`config.mk`:
```
export PLATFORM = sky130hd
export DESIGN_NAME = board_link
export DESIGN_NICKNAME = d
export VERILOG_FILES = /design/src/rtl/board_link.sv
export SDC_FILE = /design/constraint.sdc
export NUM_CORES = 1
export LEC_CHECK = 0
export CAP_MARGIN = 0
export CORE_ASPECT_RATIO = 0.6
export CORE_MARGIN = 5
export CORE_UTILIZATION = 45
export CTS_CLUSTER_DIAMETER = 30
export DETAILED_ROUTE_END_ITERATION = 10
export HOLD_SLACK_MARGIN = 0.02
export PLACE_DENSITY = 0.76
export SYNTH_ARGS = -nofsm -noshare
export SYNTH_HDL_FRONTEND = slang
export SYNTH_SLANG_ARGS = --single-unit
```
`constraint.sdc`:
```
create_clock -name clk -period 2.9 [get_ports clk]
set_input_delay 0.435 -clock clk [delete_from_list [all_inputs] [get_ports clk]]
set_output_delay 0.435 -clock clk [all_outputs]
set_load 0.01 [all_outputs]
```
`src/rtl/board_link.sv`:
```
// Board-to-board message link: holds tx requests on check_out for a fixed window,
// and filters/decodes the partner's check_in pins into one-cycle rx strobes.
module board_link #(
    parameter int STABLE_CYCLES = 16,
    parameter int HOLD_CYCLES   = 1024,
    parameter int GAP_CYCLES    = 1024
) (
    input  logic       clk,
    input  logic       rst,
    input  logic       tx_valid,
    input  logic [1:0] tx_code,
    input  logic [7:0] tx_data,
    output logic       tx_ready,
    output logic [9:0] check_out,
    input  logic [9:0] check_in,
    output logic       rx_valid,
    output logic [1:0] rx_code,
    output logic [7:0] rx_data,
    output logic       link_err
);

    localparam int TX_MAX = (HOLD_CYCLES > GAP_CYCLES) ? HOLD_CYCLES : GAP_CYCLES;
    localparam int TW     = $clog2(TX_MAX + 1);
    localparam int SW     = $clog2(STABLE_CYCLES + 1);

    localparam logic [TW-1:0] HOLD_LAST = TW'(HOLD_CYCLES - 1);
    localparam logic [TW-1:0] GAP_LAST  = TW'(GAP_CYCLES - 1);
    localparam logic [TW-1:0] TX_ONE    = TW'(1);
    localparam logic [SW-1:0] STAB_PRE  = SW'(STABLE_CYCLES - 1);
    localparam logic [SW-1:0] STAB_MAX  = SW'(STABLE_CYCLES);
    localparam logic [SW-1:0] STAB_ONE  = SW'(1);

    typedef enum logic [1:0] {TX_IDLE = 2'd0, TX_DRIVE = 2'd1, TX_GAP = 2'd2} tx_state_t;
    typedef enum logic {RX_ARMED = 1'b0, RX_HELD = 1'b1} rx_state_t;

    tx_state_t     r_tx_state;
    logic [TW-1:0] r_tx_cnt;
    logic [9:0]    r_check_out;
    logic          r_tx_ready;

    logic [9:0]    r_sync1;
    logic [9:0]    r_s;
    logic [9:0]    r_s_prev;
    logic [SW-1:0] r_stab;

    rx_state_t     r_rx_state;
    logic          r_rx_valid;
    logic [1:0]    r_rx_code;
    logic [7:0]    r_rx_data;
    logic          r_link_err;

    logic          w_same;
    logic          w_stable;

    assign w_same   = (r_s == r_s_prev);
    assign w_stable = w_same && (r_stab == STAB_PRE);

    // Transmit FSM: drive the message, then idle the pins for a gap before re-arming.
    always_ff @(posedge clk or negedge rst) begin
        if (!rst) begin
            r_tx_state  <= TX_IDLE;
            r_tx_cnt    <= '0;
            r_check_out <= 10'h000;
            r_tx_ready  <= 1'b1;
        end else begin
            case (r_tx_state)
                TX_IDLE: begin
                    if (tx_valid && (tx_code != 2'b00)) begin
                        r_tx_state  <= TX_DRIVE;
                        r_tx_cnt    <= '0;
                        r_check_out <= {tx_code, tx_data};
                        r_tx_ready  <= 1'b0;
                    end
                end
                TX_DRIVE: begin
                    if (r_tx_cnt == HOLD_LAST) begin
                        r_tx_state  <= TX_GAP;
                        r_tx_cnt    <= '0;
                        r_check_out <= 10'h000;
                    end else begin
                        r_tx_cnt <= r_tx_cnt + TX_ONE;
                    end
                end
                TX_GAP: begin
                    if (r_tx_cnt == GAP_LAST) begin
                        r_tx_state <= TX_IDLE;
                        r_tx_cnt   <= '0;
                        r_tx_ready <= 1'b1;
                    end else begin
                        r_tx_cnt <= r_tx_cnt + TX_ONE;
                    end
                end
                default: begin
                    r_tx_state  <= TX_IDLE;
                    r_tx_cnt    <= '0;
                    r_check_out <= 10'h000;
                    r_tx_ready  <= 1'b1;
                end
            endcase
        end
    end

    // Two-flop synchroniser plus previous-sample register for change detection.
    always_ff @(posedge clk or negedge rst) begin
        if (!rst) begin
            r_sync1  <= 10'h000;
            r_s      <= 10'h000;
            r_s_prev <= 10'h000;
        end else begin
            r_sync1  <= check_in;
            r_s      <= r_sync1;
            r_s_prev <= r_s;
        end
    end

    // Stability counter: restarts on any change, saturates so it never wraps.
    always_ff @(posedge clk or negedge rst) begin
        if (!rst) begin
            r_stab <= '0;
        end else if (!w_same) begin
            r_stab <= '0;
        end else if (r_stab != STAB_MAX) begin
            r_stab <= r_stab + STAB_ONE;
        end else begin
            r_stab <= r_stab;
        end
    end

    // Receive decoder; code 00 means idle regardless of the data bits.
    always_ff @(posedge clk or negedge rst) begin
        if (!rst) begin
            r_rx_state <= RX_ARMED;
            r_rx_valid <= 1'b0;
            r_rx_code  <= 2'b00;
            r_rx_data  <= 8'h00;
            r_link_err <= 1'b0;
        end else begin
            r_rx_valid <= 1'b0;
            if (w_stable) begin
                case (r_rx_state)
                    RX_ARMED: begin
                        if (r_s[9:8] != 2'b00) begin
                            r_rx_code  <= r_s[9:8];
                            r_rx_data  <= r_s[7:0];
                            r_rx_valid <= 1'b1;
                            r_rx_state <= RX_HELD;
                        end
                    end
                    RX_HELD: begin
                        if (r_s[9:8] == 2'b00) begin
                            r_rx_state <= RX_ARMED;
                        end else if (r_s != {r_rx_code, r_rx_data}) begin
                            r_link_err <= 1'b1;
                            r_rx_code  <= r_s[9:8];
                            r_rx_data  <= r_s[7:0];
                            r_rx_valid <= 1'b1;
                        end
                    end
                    default: begin
                        r_rx_state <= RX_ARMED;
                    end
                endcase
            end
        end
    end

    assign tx_ready  = r_tx_ready;
    assign check_out = r_check_out;
    assign rx_valid  = r_rx_valid;
    assign rx_code   = r_rx_code;
    assign rx_data   = r_rx_data;
    assign link_err  = r_link_err;

endmodule

```
==> impl_metrics.sql <==
INSERT INTO impl_metrics (metric_group, metric, value, unit) VALUES
('power_and_ir_drop', 'power_leakage', '1.61', 'nW'),
('drt', 'drtIter0Drc', '73', ''),
('timing', 'final_critical_path_setup_slack', '0.662', 'ns'),
('setup_path', 'cp.required', '3.13', 'ns'),
('timing', 'hold_viol_final', '0', ''),
('setup_path', 'cp.buffers_inverters', '0', ''),
('run', 'cap_violations', '0', ''),
('synthesis', 'yosys_warnings', '0', ''),
('setup_path', 'critPathMaxStageDelay', '0.50', 'ns'),
('drt', 'dr_total_vias', '1888', ''),
('global_routing', 'grt_util_all_layers', '15.4', '%'),
('timing', 'finalSetupTns', '0', 'ns'),
('timing', 'slew_viol_final', '0', ''),
('drt', 'routedWlPerCell', '14.1', 'um'),
('power_and_ir_drop', 'power.internal', '1.78', 'mW'),
('setup_path', 'critPathTopFamily', 'simple AND/OR/NAND/NOR gates', ''),
('min_path', 'worstHoldPathType', 'in2async', ''),
('drt', 'postRouteAntennaNets', '0', ''),
('drt', 'vias_per_cell', '4.87', ''),
('clock_tree', 'clock_pin_slew_on_the_worst_setup_and_hold_paths', '0.07', 'ns'),
('floorplan', 'die_x', '114', 'um'),
('cells_and_area', 'diodes', '0', ''),
('clock_tree', 'worst_skew_pair.late_latency', '0.34', 'ns'),
('synthesis', 'synth_cell_type_count', '33', ''),
('power_and_ir_drop', 'power.ir.vdd_worst', '353', 'uV'),
('floorplan', 'die_y', '72.4', 'um'),
('setup_path', 'worstPathMaxFanout', '8', ''),
('synthesis', 'post_synth_inst_count', '246', ''),
('clock_tree', 'tritoncts_num_sinks', '72', ''),
('global_routing', 'globalRoute.busiestLayer', 'met1', ''),
('floorplan', 'floorplan.initialDensity', '47.2', '%'),
('global_routing', 'grt_pass1_vias', '1962', ''),
('synthesis', 'synth-seq-cells', '72', ''),
('setup_path', 'worst_ep_arrival_time', '2.47', 'ns'),
('setup_path', 'critPathSlowestCell', 'a211oi_4', ''),
('timing', 'fmax', '447', 'MHz'),
('clock_tree', 'ctsHtreeMaxLevel', '3', ''),
('power_and_ir_drop', 'power.total', '2.52', 'mW'),
('global_routing', 'initial_antenna_violation_count', '0', ''),
('placement', 'number_of_placed_instances_with_taps_included', '372', ''),
('placement', 'io_buffer_count', '45', ''),
('cells_and_area', 'synthToLayoutAreaGrowth', '25.6', '%'),
('clock_tree', 'resized_after_cts', '0', ''),
('global_routing', 'grt_max_degree', '73', ''),
('drt', 'detail_route.first_pass.iterations', '4', ''),
('synthesis', 'synth.avg_cell_area', '11.9', 'sq um'),
('clock_tree', 'num_cts_buffers', '9', ''),
('global_routing', 'first_pass_grt_wire_length', '9690', 'um'),
('cells_and_area', 'final_cell_mix', '71 x dfrtp_1, 44 x clkdlybuf4s50_1, 36 x nand2_1', ''),
('synthesis', 'synth_seq_area_share', '61.7', '%'),
('cells_and_area', 'share_of_final_layout_standard_cells_stronger_than_drive_strength_1', '10.2', '%'),
('synthesis', 'netlist.area_leader.share', '60.8', '%'),
('setup_path', 'worst-setup-path-type', 'reg2reg', ''),
('setup_path', 'timing.critical_path.from_type', 'flop', ''),
('power_and_ir_drop', 'switching_share', '29.5', '%'),
('placement', 'dp_worst_setup_slack', '0.652', 'ns'),
('global_routing', 'met3_usage', '6.67', '%'),
('floorplan', 'floorplan.rows', '22', ''),
('synthesis', 'synthTopCellsByArea', 'dfrtp_1 61%, xor2_1 4.8%, nand2_1 4.6%, mux2_2 3.5%, ha_1 3.4%', ''),
('clock_tree', 'clock-root-buffer', 'clkbuf_8', ''),
('clock_tree', 'cts_buffer_depth', '2', ''),
('power_and_ir_drop', 'power_density', '688', 'mW/mm^2'),
('power_and_ir_drop', 'power.net_switching', '0.744', 'mW'),
('clock_tree', 'cts-hold-fix-buffers', '0', ''),
('floorplan', 'io-pin-count', '46', ''),
('timing', 'setup_violations', '0', ''),
('global_routing', 'use_met1', '22.5', '%'),
('floorplan', 'fp.dieArea', '0.00825', 'sq mm'),
('run_status', 'status', 'finished clean', ''),
('cells_and_area', 'layoutNonFillerInstCount', '388', ''),
('synthesis', 'yosys.area.top_type', 'dfrtp_1', '');
-- cell type report --
| class | instances | area, sq um |
|---|---|---|
| clock buffer | 10 | 138 |
| clock inverter | 6 | 66.3 |
| fill | 512 | 2530 |
| inverter | 15 | 56.3 |
| multi-input combinational | 155 | 1050 |
| sequential | 72 | 1800 |
| tap | 84 | 105 |
| timing repair buffer | 46 | 453 |
-- through the flow --
stage	cell area [sq um]	hold slack (ns)
after global routing	3670	0.356
after floorplan	2920	0.139
after global placement	3460	0.332
final	3670	0.289
after detailed placement	3460	0.335
after CTS	3670	0.316
-- worst reg2reg max path, delay by kind of cell (launching register included) --
kind                      cells  cell delay, ns
DFF                           1            0.46
xor gates and xnor gates      1            0.20
and+or+nand+nor               2            0.58
AOI/OAI and AO/OA             1            0.51
muxes                         1            0.39
-- metal layers --
metal / share of wire [%] / vias to the layer above / wire length (um)
met2: 38 / 67 / 2100
met1: 53 / 884 / 2880
li1: - / 927 / -
met5: 0 / - / 0
met3: 7.5 / 10 / 410
met4: 1.7 / 0 / 92
-- synthesized netlist by cell type --
cell type and count:
a211o_1 1, a211oi_1 1, a211oi_4 1, a21boi_0 1, a21o_1 2, a21oi_1 7, a22o_1 1, and2_1 1
and3_1 3, and4_1 1, clkbuf_1 4, dfrtp_1 71, dfstp_2 1, ha_1 8, inv_1 15, mux2_2 9
mux2i_1 3, nand2_1 36, nand3_1 4, nand4_1 3, nand4_4 1, nor2_1 16, nor2b_1 1, nor3_1 4
nor4_1 1, nor4_4 1, nor4b_1 1, o2111ai_1 1, o21ai_0 15, o221ai_1 2, o31ai_1 3, xnor2_1 11
xor2_1 16
-- registers in the layout (all words and copies together) (netlist names) --
register,cells
r_tx_cnt,11
check_out,10
r_s,10
r_s_prev,10
r_sync1,10
rx_data,8
r_stab,5
r_tx_state,2
rx_code,2
link_err,1
r_rx_state,1
rx_valid,1
tx_ready,1
-- cells by family (layout without fill, tap and decap cells) --
logic type	after synthesis	after routing	synth area share, %
multiplexers	12	12	4.50
adder cells (fa/ha/maj)	8	8	3.43
XOR/XNOR	27	27	8.10
flip-flops	72	72	61.7
AND/OR/NAND/NOR	73	73	12.0
buffers and inverters	19	77	2.44
AO/OA/AOI/OAI	35	35	7.76
-- power groups by stage --
| stage | clock, mW | combinational [mW] | sequential (mW) |
|---|---|---|---|
| 6_report | 0.794 | 0.539 | 1.19 |
| 5_1_grt | 0.859 | 0.623 | 1.21 |
| 4_1_cts | 0.812 | 0.548 | 1.19 |
| 3_5_place_dp | 0 | 0.545 | 1.20 |
| 3_3_place_gp | 0 | 0.529 | 1.20 |
| 2_1_floorplan | 0 | 0.291 | 1.22 |
-- worst paths after layout --
kind	cells past startpoint	end	slack (ns)
min	2	r_sync1[3]	0.29
max reg2reg	5	rx_data[2]	0.66
max in group asynchronous	2	r_tx_cnt[6]	2.04
min reg2reg	0	r_s[6]	0.35
min in group clk	0	r_s[6]	0.35
max	5	rx_data[2]	0.66
Note: power is estimated with default switching activity, not from simulation.
